[src/rtl/param_reg_file_if.sv]
// Register-file access bundle: one write port, two read ports,
// clear request and status.
interface param_reg_file_if #(
    parameter int DATA_W = 32,
    parameter int ADDR_W = 5
);
    logic              write;
    logic [ADDR_W-1:0] Adr_register_to_save;
    logic [DATA_W-1:0] data_from_ctrl;
    logic [ADDR_W-1:0] Adr_register_to_A;
    logic [ADDR_W-1:0] Adr_register_to_B;
    logic              clear_req;
    logic [DATA_W-1:0] data_to_A;
    logic [DATA_W-1:0] data_to_B;
    logic              busy;
    logic              wr_err;

    modport master (
        output write,
        output Adr_register_to_save,
        output data_from_ctrl,
        output Adr_register_to_A,
        output Adr_register_to_B,
        output clear_req,
        input  data_to_A,
        input  data_to_B,
        input  busy,
        input  wr_err
    );

    modport slave (
        input  write,
        input  Adr_register_to_save,
        input  data_from_ctrl,
        input  Adr_register_to_A,
        input  Adr_register_to_B,
        input  clear_req,
        output data_to_A,
        output data_to_B,
        output busy,
        output wr_err
    );
endinterface

[src/rtl/param_reg_file.sv]
// Two-read/one-write register file with x0 hardwired to zero and
// a sequential clear that walks every address after reset.
module param_reg_file #(
    parameter int DATA_W = 32,
    parameter int ADDR_W = 5,
    parameter int BYPASS = 1
) (
    input logic            clk,
    input logic            rst,
    param_reg_file_if.slave bus
);
    localparam int DEPTH = 1 << ADDR_W;

    typedef enum logic {
        CLEAR,
        READY
    } state_t;

    state_t            state;
    state_t            state_n;
    logic [ADDR_W-1:0] cnt;
    logic [ADDR_W-1:0] cnt_n;
    logic              wr_err;
    logic              wr_err_n;
    logic [DATA_W-1:0] regs [DEPTH];
    logic [DATA_W-1:0] rd_a;
    logic [DATA_W-1:0] rd_b;
    logic              busy;
    logic              wr_ok;

    assign busy  = (state == CLEAR);
    assign wr_ok = !busy && bus.write &&
                   (bus.Adr_register_to_save != '0);

    always_ff @(posedge clk) begin
        if (rst) begin
            state  <= CLEAR;
            cnt    <= '0;
            wr_err <= 1'b0;
        end else begin
            state  <= state_n;
            cnt    <= cnt_n;
            wr_err <= wr_err_n;
        end
    end

    always_comb begin
        state_n  = state;
        cnt_n    = cnt;
        wr_err_n = 1'b0;
        unique case (state)
            CLEAR: begin
                wr_err_n = bus.write;
                if (cnt == {ADDR_W{1'b1}}) begin
                    state_n = READY;
                end else begin
                    cnt_n = cnt + 1'b1;
                end
            end
            READY: begin
                if (bus.clear_req) begin
                    state_n = CLEAR;
                    cnt_n   = '0;
                end
            end
            default: state_n = CLEAR;
        endcase
    end

    // Clearing and writing are mutually exclusive by state.
    always_ff @(posedge clk) begin
        if (!rst) begin
            if (busy) begin
                regs[cnt] <= '0;
            end else if (wr_ok) begin
                regs[bus.Adr_register_to_save] <= bus.data_from_ctrl;
            end
        end
    end

    always_comb begin
        rd_a = regs[bus.Adr_register_to_A];
        if (rst || busy || bus.Adr_register_to_A == '0) begin
            rd_a = '0;
        end else if (BYPASS != 0 && wr_ok &&
                     bus.Adr_register_to_A ==
                     bus.Adr_register_to_save) begin
            rd_a = bus.data_from_ctrl;
        end
    end

    always_comb begin
        rd_b = regs[bus.Adr_register_to_B];
        if (rst || busy || bus.Adr_register_to_B == '0) begin
            rd_b = '0;
        end else if (BYPASS != 0 && wr_ok &&
                     bus.Adr_register_to_B ==
                     bus.Adr_register_to_save) begin
            rd_b = bus.data_from_ctrl;
        end
    end

    assign bus.data_to_A = rd_a;
    assign bus.data_to_B = rd_b;
    assign bus.busy      = busy;
    assign bus.wr_err    = wr_err;
endmodule

[src/flat_wrapper.sv]
// flat-port wrapper written by rule: the top's interface ports become plain ports
module param_reg_file_flat 
#(
    parameter int DATA_W = 32,
    parameter int ADDR_W = 5,
    parameter int BYPASS = 1
)
  (clk, rst, bus_write, bus_Adr_register_to_save, bus_data_from_ctrl, bus_Adr_register_to_A, bus_Adr_register_to_B, bus_clear_req, bus_data_to_A, bus_data_to_B, bus_busy, bus_wr_err);
  param_reg_file_if #(.DATA_W(DATA_W), .ADDR_W(ADDR_W)) bus_i ();
  input logic clk;
  input logic rst;
  input wire logic [$bits(bus_i.write)-1:0] bus_write;
  input wire logic [$bits(bus_i.Adr_register_to_save)-1:0] bus_Adr_register_to_save;
  input wire logic [$bits(bus_i.data_from_ctrl)-1:0] bus_data_from_ctrl;
  input wire logic [$bits(bus_i.Adr_register_to_A)-1:0] bus_Adr_register_to_A;
  input wire logic [$bits(bus_i.Adr_register_to_B)-1:0] bus_Adr_register_to_B;
  input wire logic [$bits(bus_i.clear_req)-1:0] bus_clear_req;
  output wire logic [$bits(bus_i.data_to_A)-1:0] bus_data_to_A;
  output wire logic [$bits(bus_i.data_to_B)-1:0] bus_data_to_B;
  output wire logic [$bits(bus_i.busy)-1:0] bus_busy;
  output wire logic [$bits(bus_i.wr_err)-1:0] bus_wr_err;
  assign bus_i.write = bus_write;
  assign bus_i.Adr_register_to_save = bus_Adr_register_to_save;
  assign bus_i.data_from_ctrl = bus_data_from_ctrl;
  assign bus_i.Adr_register_to_A = bus_Adr_register_to_A;
  assign bus_i.Adr_register_to_B = bus_Adr_register_to_B;
  assign bus_i.clear_req = bus_clear_req;
  assign bus_data_to_A = bus_i.data_to_A;
  assign bus_data_to_B = bus_i.data_to_B;
  assign bus_busy = bus_i.busy;
  assign bus_wr_err = bus_i.wr_err;
  param_reg_file #(.DATA_W(DATA_W), .ADDR_W(ADDR_W), .BYPASS(BYPASS)) u_core (.clk(clk), .rst(rst), .bus(bus_i));
endmodule
[config.mk]
export PLATFORM = sky130hd
export DESIGN_NAME = param_reg_file_flat
export DESIGN_NICKNAME = d
export VERILOG_FILES = /design/src/rtl/param_reg_file_if.sv /design/src/rtl/param_reg_file.sv /design/src/flat_wrapper.sv
export SDC_FILE = /design/constraint.sdc
export NUM_CORES = 1
export LEC_CHECK = 0
export CELL_PAD_IN_SITES_DETAIL_PLACEMENT = 0
export CELL_PAD_IN_SITES_GLOBAL_PLACEMENT = 2
export CORE_MARGIN = 2
export CORE_UTILIZATION = 49
export CTS_CLUSTER_SIZE = 28
export DETAILED_ROUTE_END_ITERATION = 8
export PLACE_DENSITY = 0.8
export SETUP_SLACK_MARGIN = 0.1
export SLEW_MARGIN = 20
export SYNTH_ARGS = -nofsm -noshare
export SYNTH_HDL_FRONTEND = slang
export SYNTH_SLANG_ARGS = --single-unit
[constraint.sdc]
create_clock -name clk -period 4.62 [get_ports clk]
set_input_delay 0.693 -clock clk [delete_from_list [all_inputs] [get_ports clk]]
set_output_delay 0.693 -clock clk [all_outputs]
set_load 0.01 [all_outputs]
Word level (Yosys, flattened, before mapping)
Memories as Yosys holds them, arrays and structs flattened.
Index checks and enable logic that the tools add are counted.
{"block": "totals", "reg_bits": 7, "latch_bits": 0, "ramBits": 1024, "romBits": 0, "input_bits": 51, "output_inout_bits": 66, "word_cells": 44, "mem_count": 1}
{"block": "op_classes", "add_sub_neg": 1, "mul": 0, "div_mod_pow": 0, "magnitude_cmp": 0, "eq_ne": 5, "shifts": 0, "muxes": 20, "n_bitwise": 1, "n_reduce_logical": 13}
{"name": "u_core.regs", "depth": 32, "word_bits": 32, "read_ports": 2, "rd_ports_with_merged_regs": 0, "write_ports": 1, "line": "param_reg_file.sv:25", "rtl": "logic [DATA_W-1:0] regs [DEPTH];"}
{"cell": "$mux W32", "count": 5}
{"cell": "$reduce_or A32 Y1", "count": 1}
{"cell": "$mux W5", "count": 3}
{"cell": "$eq A5 B5 Y1", "count": 2}
{"cell": "$logic_not A5 Y1", "count": 2}
{"cell": "$mux W1", "count": 10}
{"cell": "$pmux W5 S2", "count": 1}
{"cell": "$add A5 B1 Y5 const B", "count": 1}
{"cell": "$eq A5 B5 Y1 const B", "count": 1}
{"cell": "$reduce_bool A5 Y1", "count": 1}
{"cell": "$logic_and A1 B1 Y1", "count": 4}
{"cell": "$ne A2 B2 Y1 const B", "count": 2}
{"cell": "$logic_or A1 B1 Y1", "count": 3}
{"cell": "$pmux W1 S2", "count": 1}
{"cell": "$reduce_and A2 Y1", "count": 1}
{"cell": "$reduce_or A2 Y1", "count": 1}
{"cell": "$not A1 Y1", "count": 1}

Longest topological paths before layout
Gate-level depths: netlist of run 1.
{"block": "depth", "ltp_word": 8, "depth_mapped": 9, "depth_no_buf": 8}

Worst setup path after synthesis of run 1
Ideal clock, no wire load.
{"block": "synth_path", "path_kind": "input to register", "start": "input port bus_Adr_register_to_save[4]", "end": "memory u_core.regs[18][0], enable pin", "setup_ns": 0.421, "arrival_ns": 3.261, "required_time_ns": 4.199, "setup_slack_ns": 0.938, "path_stages": 7, "path_buffers": 2, "cell_sequence": "buf_2 nor3_1 a211oi_1 clkbuf_1 nor4b_1 a41oi_1 nor2_1"}
{"block": "synth_via", "elab_chain_len": 8, "elab_cells_between_ends": 9, "classes_between": "mux (6); reduce/logical (3)"}
{"item": "start: declaration", "line": "flat_wrapper.sv:13", "rtl": "input wire logic [$bits(bus_i.Adr_register_to_save)-1:0] bus_Adr_register_to_save;"}
{"item": "$reduce_bool A5 Y1", "line": "param_reg_file.sv:33", "rtl": "(bus.Adr_register_to_save != '0);"}
{"item": "$logic_and A1 B1 Y1", "line": "param_reg_file.sv:32", "rtl": "assign wr_ok = !busy && bus.write &&"}
{"item": "$mux W1", "line": "param_reg_file.sv:75", "rtl": "end else if (wr_ok) begin"}
{"item": "$mux W1", "line": "param_reg_file.sv:73", "rtl": "if (busy) begin"}
{"item": "$mux W1", "line": "param_reg_file.sv:72", "rtl": "if (!rst) begin"}
{"item": "$mux W1 (implied by the code)", "line": "param_reg_file.sv:76", "rtl": "regs[bus.Adr_register_to_save] <= bus.data_from_ctrl;"}
{"item": "$reduce_or A32 Y1 (no line)"}
{"item": "$mux W5 (no line) or $mux W1 (tied branches)"}
{"item": "end: declaration", "line": "param_reg_file.sv:25"}
Several ways; a longest one is shown, not always the timed one.

Final worst setup path of run 1
{"block": "layout_path", "start": "input port bus_Adr_register_to_save[4]", "end": "output port bus_data_to_B[8]"}
{"block": "layout_via", "elab_chain_len": 5, "elab_cells_between_ends": 6, "classes_between": "eq/ne (1); mux (2); reduce/logical (3)"}
{"item": "$reduce_bool A5 Y1", "line": "param_reg_file.sv:33"}
{"item": "$logic_and A1 B1 Y1", "line": "param_reg_file.sv:32"}
{"item": "$logic_and A1 B1 Y1 (*)", "line": "param_reg_file.sv:96", "rtl": "end else if (BYPASS != 0 && wr_ok &&"}
{"item": "$mux W32 (*)", "line": "param_reg_file.sv:96"}
{"item": "$mux W32 (*)", "line": "param_reg_file.sv:94", "rtl": "if (rst || busy || bus.Adr_register_to_B == '0) begin"}
{"item": "end: declaration", "line": "flat_wrapper.sv:19", "rtl": "output wire logic [$bits(bus_i.data_to_B)-1:0] bus_data_to_B;"}
Mark *: on every way between the ends. The rest lies on a longest branch, timed or not.

==> results of run 1 <==
## worst max-delay path: stages
cell and delay (ps):
clkdlybuf4s50_1 510, buf_4 190, xnor2_1 140, nand3_1 290, o31ai_4 370, clkinvlp_4 560, a221o_1 540, clkdlybuf4s50_1 490
## kinds of logic (layout without fill, tap and decap cells)
| logic type | Yosys count | in the layout | share of synthesized area [%] |
|---|---|---|---|
| DFF | 1031 | 1031 | 64.2 |
| AOI/OAI and AO/OA | 445 | 445 | 6.82 |
| adders and majority gates | 2 | 2 | 0.0520 |
| and+or+nand+nor | 139 | 139 | 1.56 |
| xor gates and xnor gates | 10 | 10 | 0.182 |
| muxes | 608 | 608 | 25.1 |
| buffers and inverters | 217 | 549 | 1.99 |
## per-stage QoR
stage	hold slack [ps]	utilization, %
after floorplan	547	-
after global routing	663	58.1
after global placement	591	54.5
after detailed placement	617	54.5
final	639	58.1
after CTS	628	58.1
## area by class of cell
class	instances	area share, %
sequential	1031	54.8
inverter	10	0.0733
timing repair buffer	335	6.58
clock inverter	74	1.09
tap	1276	2.83
clock buffer	130	5.09
multi-input combinational	1204	29.5
## cells in the final DEF (no fill, tap or decap), drive strengths merged, types with 4 or more instances in the layout
cell type | netlist | layout
a211o | 54 | 54
a21oi | 101 | 101
a221o | 10 | 10
a221oi | 64 | 64
a22oi | 162 | 162
a41oi | 4 | 4
and2 | 34 | 34
buf | 81 | 226
bufinv | 0 | 10
clkbuf | 126 | 131
clkdlybuf4s50 | 0 | 108
clkinv | 0 | 56
clkinvlp | 0 | 5
dfxtp | 7 | 7
edfxtp | 1024 | 1024
inv | 10 | 13
mux2i | 128 | 128
mux4 | 480 | 480
nand2 | 5 | 5
nor2 | 49 | 49
nor2b | 26 | 26
nor3 | 6 | 6
nor4 | 4 | 4
nor4b | 4 | 4
o21bai | 32 | 32
xnor2 | 10 | 10
## power groups by stage
stage / sequential (mW) / clock, mW / combinational (mW)
5_1_grt: 10.2 / 9.06 / 1.39
6_report: 10.2 / 8.61 / 1.34
3_3_place_gp: 10.4 / 0 / 1.33
3_5_place_dp: 10.4 / 0 / 1.33
2_1_floorplan: 10.4 / 0 / 0.803
4_1_cts: 10.2 / 8.70 / 1.33
## per-layer routing
layer | up-vias | track usage [%] | share of wire, %
met5 | - | 0 | 0.013
met4 | 2 | 12.3 | 4.3
met3 | 319 | 5.63 | 9.7
met2 | 1765 | 47.9 | 48
met1 | 15400 | 42.0 | 38
li1 | 11300 | - | -
## worst min path at each step
stage	end	slack, ps
global route	u_core.cnt[3]	660
finish	u_core.cnt[3]	640
detailed placement	u_core.cnt[3]	620
CTS	u_core.cnt[3]	630
floorplan	u_core.cnt[0]	550
global placement	u_core.cnt[3]	590
## state kept, by name, summed over array words and instances, names as in the netlist
signal / count
u_core.bus.wr_err: 1
u_core.state: 1
u_core.cnt: 5
u_core.regs: 1024
==> results.py, run 1 <==
metrics = {
    "run_status": {
        "status": "complete, no violations",
    },
    "grt": {
        "grt_overflow_total": 0,
        "grt_max_degree": 52,
        "grt.total_usage_pct": 30.3,
        "grt_pass1_vias": 29600,
        "antenna_found_initial": 2,
        "grt_pass1_wl_microns": 215000,
    },
    "logic_synthesis": {
        "synth.most_common_cell": "edfxtp_1",
        "syn-cell-area_sq_um": 48100,
        "ys_async_sr_fraction_pct": 0,
        "synth_edf_count": 1024,
        "netlist_instances": 2452,
        "yosys_most_used_dff": "edfxtp_1",
        "yosysUniqueCellTypes": 42,
        "synth_seq_cells": 1031,
        "avgSynthCellArea_sq_um": 19.6,
        "syn_nets": 2505,
        "synth_top_area_share_pct": 64.0,
        "yosys-top-cells-count": "edfxtp_1 (1024), mux4_2 (480), a22oi_1 (162)",
        "synth_warnings": 0,
        "synthTopCellsByArea": "edfxtp_1 (64%), mux4_2 (22%), mux2i_1 (2.7%)",
        "seq_area_frac_synth_pct": 64.2,
        "synth_top_area_cell": "edfxtp_1",
    },
    "clocking": {
        "clk_latency_ps": 690,
        "cts_setup_buffers": 0,
        "ctsLongestPathBuffers": 3,
        "clk_pin_slew_ps": 60,
        "cts_resized": 0,
        "cts_hold_buf": 0,
        "cts_tree": "yes",
        "h-tree-depth": 3,
        "numCtsBuffers": 109,
        "clockRootBuffer": "clkbuf_16",
        "cts.sink_count": 1031,
    },
    "power_and_ir_drop": {
        "intPower_mw": 15.8,
        "p_total_mw": 20.2,
        "p_sw_mw": 4.43,
        "power_leakage_nw": 16.7,
        "combPwrFrac_pct": 6.6,
        "clock_power_share_pct": 42.7,
        "swShare_pct": 21.9,
        "seq_power_share_pct": 50.7,
        "irDropWorstVdd_v": 0.000297,
        "p_per_area_nw_per_um2": 358,
    },
    "setup_path": {
        "arrival_ps": 3790,
        "rrSetupSlack_ps": 900,
        "crit_path_end": "bus_data_to_B[8]",
        "crit-reg2reg-capture": "u_core.regs[31][23]",
        "crit_type": "in -> out",
        "crit_path_start": "bus_Adr_register_to_save[4]",
        "startpoint_type": "input pin",
        "ff2ff_path_depth": 4,
        "critPathCaptureType": "output port",
        "timing.rr.start": "u_core.state",
        "cp.required_ps": 3930,
        "critical_path.max_fanout": 10,
    },
    "placed_design": {
        "dp.cells": 3856,
        "dp_hpwl_microns": 90700,
        "gpl.final_weighted_congestion": 0.878,
        "dp_slack_ps": 187,
        "place_area_sq_um": 52900,
        "numPortBuffers": 116,
    },
    "timing": {
        "max_freq_mhz": 223,
        "drv_slew": 0,
        "layout_min_cycle_time_ps": 4490,
        "finalSetupViolCount": 0,
        "fin_crit_sh_pct": 97.1,
        "maxSlewHeadroom_pct": 22.7,
        "tightest_slew_ps": 1160,
        "skew_ps": 25.8,
        "worst_slack_ps": 133,
        "setup_tns_ps": 0,
        "hold_viol": 0,
        "grt_setup_unrepaired": "no",
    },
    "final_layout": {
        "diodes": 0,
        "final_cells": 4060,
        "multi_input_area_sq_um": 16600,
        "nFillCells": 7127,
        "nets": 2744,
        "regArea_sq_um": 30900,
        "layout-drive-gt1-share_pct": 32.8,
        "final_area_sq_um": 56400,
        "area_growth_pct": 17.2,
    },
    "drt": {
        "ant_nets": 0,
        "first_iter_violations": 3852,
        "vias": 28700,
        "dr.pass1.iters": 6,
        "avgRoutedWirePerCell_microns": 37.0,
        "routed_wl_microns": 150000,
        "drcViolationCount": 0,
        "routed_via_density": 7.08,
    },
    "die": {
        "initial_core_util_pct": 49.6,
        "die_w_microns": 317,
        "io_pins": 117,
        "std_cell_rows": 114,
        "core-area_sq_um": 97000,
        "die_h_microns": 317,
        "die-area_sq_um": 101000,
    },
    "flow_run": {
        "maxCapViolations": 0,
    },
    "min_path": {
        "min_path_type": "reg -> reg",
        "whs_path_depth": 2,
        "min-delay-start": "u_core.cnt[3]",
    },
}
No activity file was read; power rests on OpenSTA's default activity.
==> run 2: changes to the inputs <==
--- a/config.mk
+++ b/config.mk
@@ -11,9 +11,9 @@
 export CORE_UTILIZATION = 49
 export CTS_CLUSTER_SIZE = 28
 export DETAILED_ROUTE_END_ITERATION = 8
-export PLACE_DENSITY = 0.8
+export PLACE_DENSITY_LB_ADDON = 0.1
 export SETUP_SLACK_MARGIN = 0.1
-export SLEW_MARGIN = 20
+export SLEW_MARGIN = 40
 export SYNTH_ARGS = -nofsm -noshare
 export SYNTH_HDL_FRONTEND = slang
 export SYNTH_SLANG_ARGS = --single-unit
==> run 2 against run 1 <==
Compared with the run above:
- cell count fell by 0.25%
- first-iteration DRC count fell by 2.8%
- fmax rose by 1.3%
- die area did not move
- critical endpoint is now bus_data_to_B[19]
==> results.py, run 2 (same netlist as run 1, synthesis figures left out) <==
metrics = {
    "drt": {
        "ant_nets": 0,
        "drcViolationCount": 0,
        "first_iter_violations": 3746,
        "avgRoutedWirePerCell_microns": 38.6,
        "vias": 28900,
        "routed_wl_microns": 156000,
        "routed_via_density": 7.13,
        "dr.pass1.iters": 5,
    },
    "timing": {
        "hold_viol": 0,
        "worst_slack_ps": 192,
        "drv_slew": 0,
        "grt_setup_unrepaired": "no",
        "skew_ps": 17.2,
        "setup_tns_ps": 0,
        "tightest_slew_ps": 820,
        "finalSetupViolCount": 0,
        "fin_hold_ws_ps": 641,
        "layout_min_cycle_time_ps": 4430,
        "max_freq_mhz": 226,
        "maxSlewHeadroom_pct": 45.3,
        "fin_crit_sh_pct": 95.8,
    },
    "final_layout": {
        "regArea_sq_um": 30900,
        "regMostFlops": "u_core.regs",
        "multi_input_area_sq_um": 16700,
        "largest_register_ffs": 1024,
        "area_growth_pct": 17.5,
        "nFillCells": 7184,
        "layout-drive-gt1-share_pct": 33.2,
        "layout.cells.most_common_list": "edfxtp_1 (1024), mux4_2 (480), a22oi_1 (162)",
        "nets": 2738,
        "top_regs": "u_core.regs: 1024 flops, u_core.cnt: 5 flops",
        "final_common_cell": "edfxtp_1",
    },
    "setup_path": {
        "critical_path.max_fanout": 31,
        "crit_type": "in -> out",
        "critPathCaptureType": "output port",
        "path_cells": "clkdlybuf4s50_1 > nor2_1 > a21o_1 > nand2b_1 > a2111oi_4 > buf_12 > a211o_1 > clkdlybuf4s50_1",
        "arrival_ps": 3740,
        "slowest_delay_ps": 600,
        "startpoint_type": "input pin",
        "cp.required_ps": 3930,
        "crit_top_cell": "clkdlybuf4s50_1",
        "crit_path_top_delay_cell": "clkdlybuf4s50_1",
    },
    "placed_design": {
        "dp_slack_ps": 126,
        "numPortBuffers": 116,
        "dp_hpwl_microns": 91000,
        "gpl.final_weighted_congestion": 0.838,
    },
    "clocking": {
        "numCtsBuffers": 108,
        "clockRootBuffer": "clkbuf_16",
        "cts.sink_count": 1031,
        "cts_hold_buf": 0,
        "clk_latency_ps": 680,
        "ctsLongestPathBuffers": 3,
        "h-tree-depth": 3,
        "clk_pin_slew_ps": 60,
        "cts_tree": "yes",
    },
    "power_and_ir_drop": {
        "clock_power_share_pct": 43.2,
        "seq_power_share_pct": 50.1,
        "intPower_mw": 16.0,
        "combPwrFrac_pct": 6.7,
        "swShare_pct": 21.8,
        "power_leakage_nw": 16.7,
        "p_sw_mw": 4.45,
        "irDropWorstVdd_v": 0.000305,
        "p_per_area_nw_per_um2": 362,
    },
    "grt": {
        "grt_pass1_wl_microns": 220000,
        "grt_max_degree": 60,
        "antenna_found_initial": 3,
        "grt.total_usage_pct": 31.4,
        "grt_pass1_vias": 29500,
        "grt_overflow_total": 0,
    },
    "die": {
        "std_cell_rows": 114,
        "io_pins": 117,
        "die_w_microns": 317,
        "core-area_sq_um": 97000,
        "initial_core_util_pct": 49.6,
        "die-area_sq_um": 101000,
        "die_h_microns": 317,
    },
    "min_path": {
        "min_path_type": "reg -> reg",
    },
    "run_status": {
        "status": "complete, no violations",
    },
    "flow_run": {
        "maxCapViolations": 0,
    },
}
==> run 2: cell count changes in the layout (fill, tap and decap cells not counted), sizes merged <==
cell,delta
inv,-1
diode,+1
clkbuf,-2
clkinvlp,+1
clkinv,-10
bufinv,+5
buf,-4
==> run 2: worst paths after layout <==
check	slack (ps)	depth (start not counted)	endpoint	from
hold reg to reg	640	2	u_core.cnt[3]	u_core.cnt[3]
hold / removal	640	2	u_core.cnt[3]	u_core.cnt[3]
setup / recovery	190	8	bus_data_to_B[19]	bus_Adr_register_to_save[0]
setup reg to reg	1670	6	u_core.regs[5][13]	u_core.state
==> run 2: final cells by class <==
| class | count | area share [%] |
|---|---|---|
| clock buffers | 129 | 5.04 |
| repair buffers | 330 | 6.60 |
| multi-input cells | 1204 | 29.5 |
| clock inverters | 69 | 1.27 |
| flip-flops and latches | 1031 | 54.7 |
| well taps | 1276 | 2.83 |
| diodes | 1 | 0.00443 |
| inverters | 10 | 0.0664 |
==> run 2: per-stage QoR <==
stage                     utilization (%)  power, mW  std cells  instance area [sq um]
after CTS                            58.2       20.5       4048                  56500
after global placement               54.5       11.8       3850                  52900
after global routing                 58.3       21.0       4049                  56500
after detailed placement             54.6       11.8       3850                  52900
after floorplan                         -       11.2       2452                  48100
final                                58.3       20.4       4050                  56500
==> run 2: power by group through the flow <==
stage / sequential [mW] / clock (mW) / combinational [mW]
6_report: 10.2 / 8.83 / 1.37
3_3_place_gp: 10.4 / 0 / 1.36
4_1_cts: 10.2 / 8.94 / 1.36
3_5_place_dp: 10.4 / 0 / 1.35
5_1_grt: 10.2 / 9.33 / 1.42
2_1_floorplan: 10.4 / 0 / 0.803
==> run 2: critical path, delay by kind of cell <==
kind	cells	cell delay (ps)
buf+inv	3	1480
simple gates	2	450
compound gates	3	1060
==> run 2: layer usage <==
metal	GRT usage (%)	up-vias	wire, microns	share of wire (%)
met3	6.62	327	15600	10
met2	49.9	1728	74700	48
met4	10.4	0	5270	3.4
met5	0	-	0	0
met1	43.9	15600	60600	39
li1	-	11300	-	-
==> run 2: timing repair <==
action | in CTS | in global routing
buffers inserted | 0 | 0
setup endpoints to repair | 0 | 20
resized for setup | 0 | 3
